File: src/rtl/counter_pkg.sv
// Shared constants and elaboration helpers for the modulo up/down counter family.
// Holds the mode encoding, a width helper for the prescaler and the MODULUS legality check.
package counter_pkg;

   localparam int CNT_WRAP = 0;
   localparam int CNT_SAT  = 1;

   // Number of bits needed to hold values 0..value-1 (0 for value <= 1).
   function automatic int clog2(input int value);
      int w;
      int v;
      w = 0;
      v = value - 1;
      while (v > 0) begin
         w++;
         v = v >>> 1;
      end
      return w;
   endfunction

   function automatic bit modulus_ok(input int width, input int modulus);
      return (width >= 1) && (modulus >= 2) &&
             (longint'(modulus) <= (longint'(1) << width));
   endfunction

endpackage

File: src/rtl/counter_prescaler.sv
// Enable divider: passes one en_in pulse out of every PRESCALE, cleared by clr.
// Only instantiated by counter_mod_updown when COUNTER_MOD_PRESCALE_EN is defined.
module counter_prescaler
   import counter_pkg::*;
#(
   parameter int PRESCALE = 4
) (
   input  logic clk,
   input  logic reset,
   input  logic clr,
   input  logic en_in,
   output logic en_out
);

   localparam int PW = (clog2(PRESCALE) < 1) ? 1 : clog2(PRESCALE);
   localparam logic [PW-1:0] LAST = PW'(PRESCALE - 1);

   if (PRESCALE < 1) begin : g_bad_prescale
      $error("counter_prescaler: PRESCALE must be >= 1");
   end

   logic [PW-1:0] pre;

   // NOTE: state registers use non-blocking assignments so every flop samples pre-edge values.
   always_ff @(posedge clk or posedge reset) begin
      if (reset)
         pre <= '0;
      else if (clr)
         pre <= '0;
      else if (en_in)
         pre <= (pre == LAST) ? '0 : pre + 1'b1;
   end

   assign en_out = en_in & (pre == LAST);

endmodule

File: src/rtl/counter_mod_updown.sv
// Parametrised up/down modulo counter with wrap/saturate, terminal count and sticky overflow.
// Define COUNTER_MOD_PRESCALE_EN to add a PRESCALE parameter that divides the count enable.
module counter_mod_updown
   import counter_pkg::*;
#(
   parameter int WIDTH    = 3,
   parameter int MODULUS  = 2**WIDTH,
   parameter int SATURATE = CNT_WRAP
`ifdef COUNTER_MOD_PRESCALE_EN
   ,
   parameter int PRESCALE = 4
`endif
) (
   input  logic             clk,
   input  logic             reset,
   input  logic             en,
   input  logic             up,
   input  logic             set,
   input  logic             load,
   input  logic [WIDTH-1:0] load_value,
   output logic [WIDTH-1:0] count,
   output logic             tc,
   output logic             wrap,
   output logic             ovf,
   output logic             load_err
);

   localparam logic [WIDTH-1:0] MAX = WIDTH'(MODULUS - 1);
   localparam bit SAT_MODE = (SATURATE == CNT_SAT);

   if (!modulus_ok(WIDTH, MODULUS)) begin : g_bad_modulus
      $error("counter_mod_updown: MODULUS must lie in 2..2**WIDTH");
   end

   logic             step_en;
   logic             at_max;
   logic             at_zero;
   logic             boundary;
   logic             load_oor;
   logic [WIDTH-1:0] count_nxt;

`ifdef COUNTER_MOD_PRESCALE_EN
   counter_prescaler #(
      .PRESCALE (PRESCALE)
   ) u_prescaler (
      .clk    (clk),
      .reset  (reset),
      .clr    (set | load),
      .en_in  (en),
      .en_out (step_en)
   );
`else
   assign step_en = en;
`endif

   // A full-range modulus can never see an out-of-range load value.
   if (MODULUS < 2**WIDTH) begin : g_load_check
      assign load_oor = (load_value > MAX);
   end else begin : g_load_full
      assign load_oor = 1'b0;
   end

   assign at_max   = (count == MAX);
   assign at_zero  = (count == '0);
   assign tc       = step_en & ((up & at_max) | (~up & at_zero));
   assign boundary = tc & ~set & ~load;

   // NOTE: count_nxt gets its default first so no path through the block can infer a latch.
   always_comb begin
      count_nxt = count;
      if (set)
         count_nxt = MAX;
      else if (load)
         count_nxt = load_oor ? MAX : load_value;
      else if (step_en) begin
         if (up)
            count_nxt = at_max ? (SAT_MODE ? MAX : '0) : count + 1'b1;
         else
            count_nxt = at_zero ? (SAT_MODE ? '0 : MAX) : count - 1'b1;
      end
   end

   always_ff @(posedge clk or posedge reset) begin
      if (reset) begin
         count    <= '0;
         wrap     <= 1'b0;
         ovf      <= 1'b0;
         load_err <= 1'b0;
      end else begin
         count    <= count_nxt;
         wrap     <= boundary;
         load_err <= load & ~set & load_oor;
         if (set | load)
            ovf <= 1'b0;
         else if (boundary)
            ovf <= 1'b1;
      end
   end

endmodule

File: config.mk
export PLATFORM = sky130hd
export DESIGN_NAME = counter_mod_updown
export DESIGN_NICKNAME = d
export VERILOG_FILES = /design/src/rtl/counter_pkg.sv /design/src/rtl/counter_prescaler.sv /design/src/rtl/counter_mod_updown.sv
export SDC_FILE = /design/constraint.sdc
export NUM_CORES = 1
export LEC_CHECK = 0
export CORE_AREA = 10 10 47 49
export CTS_BUF_LIST = sky130_fd_sc_hd__clkbuf_8
export DETAILED_ROUTE_END_ITERATION = 6
export DIE_AREA = 0 0 57 59
export PLACE_DENSITY = 0.61
export SYNTH_ARGS = -nofsm -noshare
export SYNTH_HDL_FRONTEND = slang
export SYNTH_HIERARCHICAL = 1
export SYNTH_SLANG_ARGS = --single-unit
File: constraint.sdc
create_clock -name clk -period 2.5 [get_ports clk]
set_clock_uncertainty 0.1 [all_clocks]
set_input_delay 0.5 -clock clk [delete_from_list [all_inputs] [get_ports clk]]
set_output_delay 0.5 -clock clk [all_outputs]
set_load 0.02 [all_outputs]
======== Word-level counts from Yosys, hierarchy flattened ========
Index checks and enable logic that the tools add are counted.
cells by class
  add/sub/neg operators ................... 2
  multipliers ............................. 0
  div/mod/pow operators ................... 0
  order comparisons ....................... 0
  equal/unequal tests ..................... 1
  shift operators ......................... 0
  muxes and demuxes ....................... 8
  bitwise operators ....................... 10
  reduce and logical (&&, ||, !) cells .... 3
operator list
  cell                 count
  $mux 3               6
  $and 1x1->1          5
  $add 3x1->3 const B  1
  $eq 3x3->1 const B   1
  $logic_not 3->1      1
  $not 1->1            3
  $reduce_bool 3->1    1
  $sub 3x1->3 const B  1
  $mux 1               2
  $or 1x1->1           2
  $reduce_bool 2->1    1
word-level totals
  register bits after elaboration ......... 5
  latch bits .............................. 0
  bits in writable memories ............... 0
  ROM bits ................................ 0
  bits of input ports ..................... 9
  output and inout bits ................... 7
  memories ................................ 0

======== Logic depth before layout (Yosys ltp) ========
Gate-level depths: netlist of the first run.
  word-level depth ........................ 8
  depth in mapped cells ................... 6
  mapped depth without buffers ............ 6

======== Least setup slack after synthesis of the first run ========
OpenSTA, ideal clock, no wires.
  kind .................................... reg-to-output
  start ................................... reg count[0]
  end ..................................... out tc
  arrival time ............................ 1.359 ns
  path slack .............................. 0.541 ns
  stages on the path, launching flop included .. 6
  path buffers ............................ 0
  cell sequence ........................... dfrtp_1 inv_1 ha_1 nand2b_4 or2_4 a21boi_2
between the ends
  longest elaborated chain between the ends .. 4
  elaborated cells on any way between the ends .. 6
ends and longest elaborated chain
  element                                        line                                                RTL
  start: declaration                             counter_mod_updown.sv:21                            output logic [WIDTH-1:0] count,
  start signal: assignment                       counter_mod_updown.sv:90                            count <= count_nxt;
  $eq 3x3->1 or $logic_not 3->1 (tied branches)  counter_mod_updown.sv:63, counter_mod_updown.sv:64
  $and 1x1->1                                    counter_mod_updown.sv:65                            assign tc = step_en & ((up & at_max) | (~up & at_zero));
  $or 1x1->1 *                                   counter_mod_updown.sv:65
  $and 1x1->1 *                                  counter_mod_updown.sv:65
  end: declaration                               counter_mod_updown.sv:22                            output logic tc,
Mark *: on every way between the ends. The rest lies on a longest branch, timed or not.

======== Worst setup path after layout of the first run ========
  start ................................... in up
  end ..................................... out tc
between the ends
  longest elaborated chain between the ends .. 4
  elaborated cells on any way between the ends .. 5
ends and longest elaborated chain
  element             line                      RTL
  start: declaration  counter_mod_updown.sv:17  input logic up,
  $not 1->1           counter_mod_updown.sv:65
  $and 1x1->1         counter_mod_updown.sv:65
  $or 1x1->1 *        counter_mod_updown.sv:65
  $and 1x1->1 *       counter_mod_updown.sv:65
Marked as above.

==> results of run 1 <==
[synth_stat cells (all sizes together)]
library cell	count	area (um2)
dfrtp	5	125
ha	4	50.1
nor2	4	15.0
a21oi	3	15.0
inv	3	11.3
nand2	3	11.3
o31ai	2	15.0
a211o	1	8.76
a21boi	1	11.3
a21o	1	7.51
a311oi	1	8.76
a31oi	1	6.26
and2	1	6.26
buf	1	7.51
conb	1	3.75
nand2b	1	13.8
nand3	1	5.00
nand3b	1	7.51
nor3b	1	7.51
o21a	1	7.51
or2	1	8.76
[path summary, 6_finish.rpt]
check | from | endpoint | cells after the start
max | up | tc | 4
min | reset | count[1] | 2
max reg2reg | count[0] | count[2] | 6
min reg2reg | ovf | ovf | 1
max in group asynchronous | reset | count[0] | 2
min in group clk | ovf | ovf | 1
[critical path, stage by stage]
cell and delay [ns]:
clkdlybuf4s50_1 0.45, or2_4 0.27, a21boi_2 0.16, dlygate4sd2_1 0.35
[cells by family after synthesis]
group / Yosys count
simple gates: 13
buf+inv: 4
flops: 5
fa+ha+maj: 4
other cells: 1
compound gates: 11
[through the flow]
stage          worst slack (ns)  instances
2_1_floorplan             0.541         38
3_3_place_gp             -0.138         71
3_5_place_dp             -0.136         71
4_1_cts                   0.134         75
5_1_grt                  0.0859         75
6_report                  0.155         75
[sequential cells by signal, indices dropped and copies added (netlist names)]
name / count
wrap: 1
count: 3
ovf: 1
[routing by layer]
| metal | vias up | routed length (um) | GRT usage | share of wire |
|---|---|---|---|---|
| li1 | 173 | - | - | - |
| met1 | 155 | 329 | 0.0524 | 0.37 |
| met2 | 11 | 452 | 0.101 | 0.50 |
| met3 | 2 | 89 | 0.0322 | 0.099 |
| met4 | 0 | 28 | 0.0604 | 0.031 |
| met5 | - | 0 | 0 | 0 |
[power breakdown]
part	total, mW	internal [mW]	switching [mW]	leakage, nW
clock network	0.146	0.105	0.0404	0.0269
registers	0.0906	0.0861	0.00446	0.0586
logic	0.0760	0.0405	0.0355	0.195
[layout make-up]
type / instances / area (um2)
Timing Repair Buffer: 18 / 169
Inverter: 3 / 11.3
Multi-Input combinational cell: 29 / 209
Tap cell: 16 / 20.0
Sequential cell: 5 / 125
Fill cell: 143 / 822
Clock inverter: 1 / 3.75
Clock buffer: 3 / 41.3
==> results.toml, run 1 <==
[setup_path]
crit_arrival_ns = 1.74
worst-path-max-fanout = 3
crit_type = "in -> out"
required_ns = 1.90
end_kind = "output port"
cp-start-kind = "input pin"
reg2reg_setup_slack_ns = 0.82

[finish]
n_antenna_cell = 0
nets = 73
final_common_cell = "clkdlybuf4s50_1"
fin_util = 0.413
final_cell_mix = "13 x clkdlybuf4s50_1, 5 x dfrtp_1"
final_area_um2 = 579
drive_gt1_frac = 0.169
syn2layout_area_growth_pct = 64.2

[logic_synthesis]
yosys.area_share.simple = 0.213
synth_area_um2 = 353
synth_xor_area_frac = 0
synth-adder-area-share = 0.142
synth_compound_area_frac = 0.227
syn_nets = 51
yosys-mux-area-fraction = 0
yosys_warnings = 6
ys_seq_area_frac = 0.355
netlist_instances = 38
yosysUniqueCellTypes = 21
synth_top_family_by_area = "compound AO/OA/AOI/OAI gates"
synth_area_per_cell_um2 = 9.29
ys_ff_latch = 5

[sta]
slew_violations = 0
finalCritPeriodShare = 0.938
final_hold_viol_count = 0
timing.hold.ws_ns = 0.376
finalCriticalPeriod_ns = 2.34
setup_tns_ns = 0
setup_viol = 0
fmax_ghz = 0.426
rsz0062_at_grt = "false"

[grt]
grt.total_usage = 0.0614
grt_pass1_wl_um = 1590
grt_max_degree = 7
grt_pass1_vias = 355
gr-total-overflow = 0
antenna_found_initial = 0

[pwr]
power_uw = 312
leakagePower_nw = 0.280
powerDensity_nw_per_um2 = 539
ir_drop_mv = 0.297

[route]
ant_nets = 0
via_per_inst = 4.55
dr.pass1.iters = 2
drt_iter0_drc = 1
wl_um = 900
vias = 341
wl_per_cell_um = 12.0
drc = 0

[cts]
cts_hold_buf = 0
clk_path_buf_depth = 2
cts_tree = "yes"
clock_latency_ns = 0.22
cts_resized = 1
postCtsSetupBuffers = 0
htree_levels = 1
clkTransAtPathRegs_ns = 0.03
cts_sinks = 5
cts_made_buffers = 3
root_buffer = "clkbuf_8"

[flow_run]
drv_cap = 0

[die]
die_x_um = 57
core_area_um2 = 1400
die_area_um2 = 3360
die_y_um = 59
start_util = 0.252
num_rows = 14
io_pins = 16

[run_status]
status = "completed"

[place]
portBuffers = 14
dp_hpwl_um = 768
place_congestion = 0.756
place_area_um2 = 536

[hold_path]
hold_path_class = "in -> async"
(Power assumes the default switching activity.)
==> run 2: changes to the inputs <==
--- a/config.mk
+++ b/config.mk
@@ -9,8 +9,10 @@
 export CTS_BUF_LIST = sky130_fd_sc_hd__clkbuf_8
 export DETAILED_ROUTE_END_ITERATION = 6
 export DIE_AREA = 0 0 57 59
-export PLACE_DENSITY = 0.61
+export PLACE_DENSITY = 0.63
+export SLEW_MARGIN = 40
 export SYNTH_ARGS = -nofsm -noshare
 export SYNTH_HDL_FRONTEND = slang
 export SYNTH_HIERARCHICAL = 1
 export SYNTH_SLANG_ARGS = --single-unit
+export TNS_END_PERCENT = 10
==> constraint.sdc (replaced) <==
create_clock -name clk -period 1.97 [get_ports clk]
set_clock_uncertainty 0.1 [all_clocks]
set_input_delay 0.394 -clock clk [delete_from_list [all_inputs] [get_ports clk]]
set_output_delay 0.394 -clock clk [all_outputs]
set_load 0.02 [all_outputs]
==> results.toml, run 2 (same netlist as run 1, synthesis figures left out) <==
[place]
place_congestion = 0.851
place_area_um2 = 581
dp_hpwl_um = 814
portBuffers = 14

[grt]
gr-total-overflow = 0
grt_pass1_wl_um = 1680
antenna_found_initial = 0
grt_pass1_vias = 417
grt.total_usage = 0.0633
grt_max_degree = 7

[cts]
cts_hold_buf = 0
cts_sinks = 5
clkTransAtPathRegs_ns = 0.04
cts_made_buffers = 3
clk_path_buf_depth = 2
htree_levels = 1
cts_tree = "yes"
clock_latency_ns = 0.22
postCtsSetupBuffers = 0
root_buffer = "clkbuf_8"

[setup_path]
end_kind = "output port"
path_cells = "clkdlybuf4s50_1 -> or2_4 -> a21boi_4 -> buf_6"
slowest_stage = "clkdlybuf4s50_1"
required_ns = 1.48
crit_arrival_ns = 1.43
critical_path.top_delay_family = "buffers and inverters"
crit_type = "in -> out"
cp_slowest_stage_delay_ns = 0.45
worst-path-buf-inv = 2
cp-start-kind = "input pin"
worst-path-max-fanout = 3

[die]
die_y_um = 59
io_pins = 16
num_rows = 14
die_area_um2 = 3360
start_util = 0.252
die_x_um = 57
core_area_um2 = 1400

[finish]
final_area_um2 = 668
drive_gt1_frac = 0.354
final_common_cell = "clkdlybuf4s50_1"
largest_register_ff_count = 3
top_regs = "count (3), ovf (1), wrap (1)"
top_register = "count"
nets = 79
fin_util = 0.477
final_cell_mix = "13 x clkdlybuf4s50_1, 9 x buf_4, 5 x dfrtp_1, 4 x nor2_1"
n_antenna_cell = 0
syn2layout_area_growth_pct = 89.4

[route]
vias = 368
drc = 0
dr.pass1.iters = 4
ant_nets = 0
drt_iter0_drc = 8
wl_per_cell_um = 12.4
wl_um = 1000
via_per_inst = 4.54

[run_status]
status = "completed"

[pwr]
ir_drop_mv = 0.487
leakagePower_nw = 0.309
powerDensity_nw_per_um2 = 632

[sta]
finalCritPeriodShare = 0.977
final_hold_viol_count = 0
finalCriticalPeriod_ns = 1.93
fmax_ghz = 0.519
slew_violations = 0
setup_viol = 0
rsz0062_at_grt = "true"

[hold_path]
hold_path_class = "in -> async"

[flow_run]
drv_cap = 0
[run 2: cell count changes in the layout (fill, tap and decap cells not counted), sizes merged]
| cell | change |
|---|---|
| dlygate4sd2 | -1 |
| buf | +7 |
[run 2: stage by stage]
| step | setup WS, ns | std cells | hold slack, ns | power [mW] | setup TNS (ns) |
|---|---|---|---|---|---|
| after detailed placement | -0.426 | 77 | 0.383 | 0.227 | -0.426 |
| after global routing | -0.00240 | 81 | 0.302 | 0.452 | -0.00240 |
| after CTS | 0.0100 | 81 | 0.286 | 0.422 | 0 |
| after global placement | -0.417 | 77 | 0.371 | 0.226 | -0.417 |
| final | 0.0447 | 81 | 0.284 | 0.422 | 0 |
| after floorplan | 0.117 | 38 | 0.0725 | 0.164 | 0 |
[run 2: area by class of cell]
class	count	area [um2]
multi-input cells	29	246
clock inverters	1	3.75
repair buffers	24	220
clock buffers	3	41.3
fillers	147	733
well taps	16	20.0
inverters	3	11.3
flip-flops and latches	5	125
[run 2: per-layer routing]
layer | track usage | wire [um]
met1 | 0.0612 | 395
met2 | 0.115 | 547
met3 | 0.0258 | 59
met4 | 0.0302 | 0
met5 | 0 | 0
[run 2: power breakdown]
group | switching [mW] | total (mW) | internal [mW]
Clock | 0.0475 | 0.181 | 0.133
Combinational | 0.0552 | 0.127 | 0.0717
Sequential | 0.00544 | 0.115 | 0.109
Total | 0.108 | 0.422 | 0.314
[run 2: path summary, 6_finish.rpt]
kind	slack (ns)	depth (start not counted)	end	from
setup / recovery	0.04	4	tc	up
hold / removal	0.28	2	ovf	reset
setup reg to reg	0.32	6	count[2]	count[0]
hold reg to reg	0.38	1	ovf	ovf
max in group asynchronous	1.31	2	count[1]	reset
min in group clk	0.38	1	ovf	ovf
[run 2: what timing repair did]
item                                    4_1_cts  5_1_grt
pin swaps                                     2        2
endpoints found under the setup margin        1        1
resized for setup                            10        6
==> patch: new RTL, config.mk and constraints of run 2 <==
Put one more register stage on the output `count`, without a reset. The value now appears one clock later. The other outputs are not delayed to match.
--- a/src/rtl/counter_mod_updown.sv
+++ b/src/rtl/counter_mod_updown.sv
@@ -27,6 +27,8 @@
 
    localparam logic [WIDTH-1:0] MAX = WIDTH'(MODULUS - 1);
    localparam bit SAT_MODE = (SATURATE == CNT_SAT);
+
+   logic [WIDTH-1:0] count_s0;
 
    if (!modulus_ok(WIDTH, MODULUS)) begin : g_bad_modulus
       $error("counter_mod_updown: MODULUS must lie in 2..2**WIDTH");
@@ -60,34 +62,34 @@
       assign load_oor = 1'b0;
    end
 
-   assign at_max   = (count == MAX);
-   assign at_zero  = (count == '0);
+   assign at_max   = (count_s0 == MAX);
+   assign at_zero  = (count_s0 == '0);
    assign tc       = step_en & ((up & at_max) | (~up & at_zero));
    assign boundary = tc & ~set & ~load;
 
    // NOTE: count_nxt gets its default first so no path through the block can infer a latch.
    always_comb begin
-      count_nxt = count;
+      count_nxt = count_s0;
       if (set)
          count_nxt = MAX;
       else if (load)
          count_nxt = load_oor ? MAX : load_value;
       else if (step_en) begin
          if (up)
-            count_nxt = at_max ? (SAT_MODE ? MAX : '0) : count + 1'b1;
+            count_nxt = at_max ? (SAT_MODE ? MAX : '0) : count_s0 + 1'b1;
          else
-            count_nxt = at_zero ? (SAT_MODE ? '0 : MAX) : count - 1'b1;
+            count_nxt = at_zero ? (SAT_MODE ? '0 : MAX) : count_s0 - 1'b1;
       end
    end
 
    always_ff @(posedge clk or posedge reset) begin
       if (reset) begin
-         count    <= '0;
+         count_s0 <= '0;
          wrap     <= 1'b0;
          ovf      <= 1'b0;
          load_err <= 1'b0;
       end else begin
-         count    <= count_nxt;
+         count_s0 <= count_nxt;
          wrap     <= boundary;
          load_err <= load & ~set & load_oor;
          if (set | load)
@@ -97,5 +99,9 @@
       end
    end
 
+   always_ff @(posedge clk) begin
+      count <= count_s0;
+   end
+
 endmodule
 
Check against the original RTL: not equivalent (Yosys sat finds a counterexample within 4 cycles, from zero or initial values and one cycle with reset high).
==> patch against run 2 <==
Setup slack worse by 0.010 ns; routed wire length increased by 9.2%; sequential cell count is 3 higher; global-route usage up 0.28 points; count of clock-buffer cells in the layout stayed put; total power rose by 19%; final area grew 8.8%; largest cell class unchanged; synthesized area up 17%.
==> patch: results (changes against run 2) <==
[final_layout]
largest_registers = count: 3 flops, count_s0: 3 flops
final.fill_count = 135  ; -8.2%
final_net_count = 84  ; +6.3%
proportion_of_layout_cells_with_a_drive_suffix_above_1 = 0.343  ; -0.0110

[logic_synthesis]
avgSynthCellArea_sq_um = 10.1  ; +8.5%
post_synth_fa_ha_maj_area_fraction = 0.121  ; -0.0206
unique_masters_post_synth = 22  ; +4.8%
ys_seq_area_frac = 0.448  ; +0.0939

[global_route]
grt_first_pass_wirelength_mm = 1.76  ; +4.5%

[setup_path]
r2r.worst_path.cells = 7  ; +1
cp_slowest_stage_delay_ns = 0.39  ; -0.06 ns
timing.critical_path.max_delay_family = flip-flops
minimum_setup_slack_among_reg_to_reg_paths_ns = 0.18  ; -0.14 ns

[pwr]
seq_power_uw = 181  ; +57%
p_int_uw = 381  ; +21%
power.static_leakage_uw = 0.000343  ; +11%
switching_share = 0.243  ; -0.0129
vdd.ir_drop.worst_mv = 0.227  ; -53%

[outcome]
result_of_the_run = finished, final reports clean

[cts]
postCtsResizedCells = 7  ; -3

[place]
gpl_wtd_cong = 0.772  ; -9.3%
dpl_worst_slack_ns = -0.417  ; +0.00887 ns
placed_area_sq_um = 618  ; +6.5%
dp.final_hpwl_um = 836  ; +2.8%

[route]
wl_met1_um = 423  ; +7.1%
wl_met2_um = 601  ; +9.9%
met3_length_um = 70  ; +19%

## patch: worst max path at each step
stage | startpoint | slack [ns] | cells past startpoint | to
after detailed placement | up | -0.42 | 4 | tc
after global routing | count_s0[0] | -0.01 | 6 | tc
after global placement | up | -0.40 | 4 | tc
after floorplan | count_s0[0] | 0.23 | 5 | tc
final | count_s0[0] | 0.03 | 6 | tc
after CTS | count_s0[0] | 0.0005 | 6 | tc
## patch: layout make-up
| cell class | count | area (sq um) | area share |
|---|---|---|---|
| Clock buffer | 3 | 41.3 | 0.0568 |
| Clock inverter | 1 | 3.75 | 0.00516 |
| Inverter | 3 | 11.3 | 0.0155 |
| Multi-Input combinational cell | 29 | 234 | 0.322 |
| Sequential cell | 8 | 185 | 0.255 |
| Tap cell | 16 | 20.0 | 0.0275 |
| Timing Repair Buffer | 26 | 231 | 0.318 |
## patch: routing by layer
metal | vias to the layer above | track usage
met2 | 9 | 0.118
met3 | 0 | 0.0172
li1 | 197 | -
met4 | 0 | 0.0604
met1 | 177 | 0.0605
met5 | - | 0
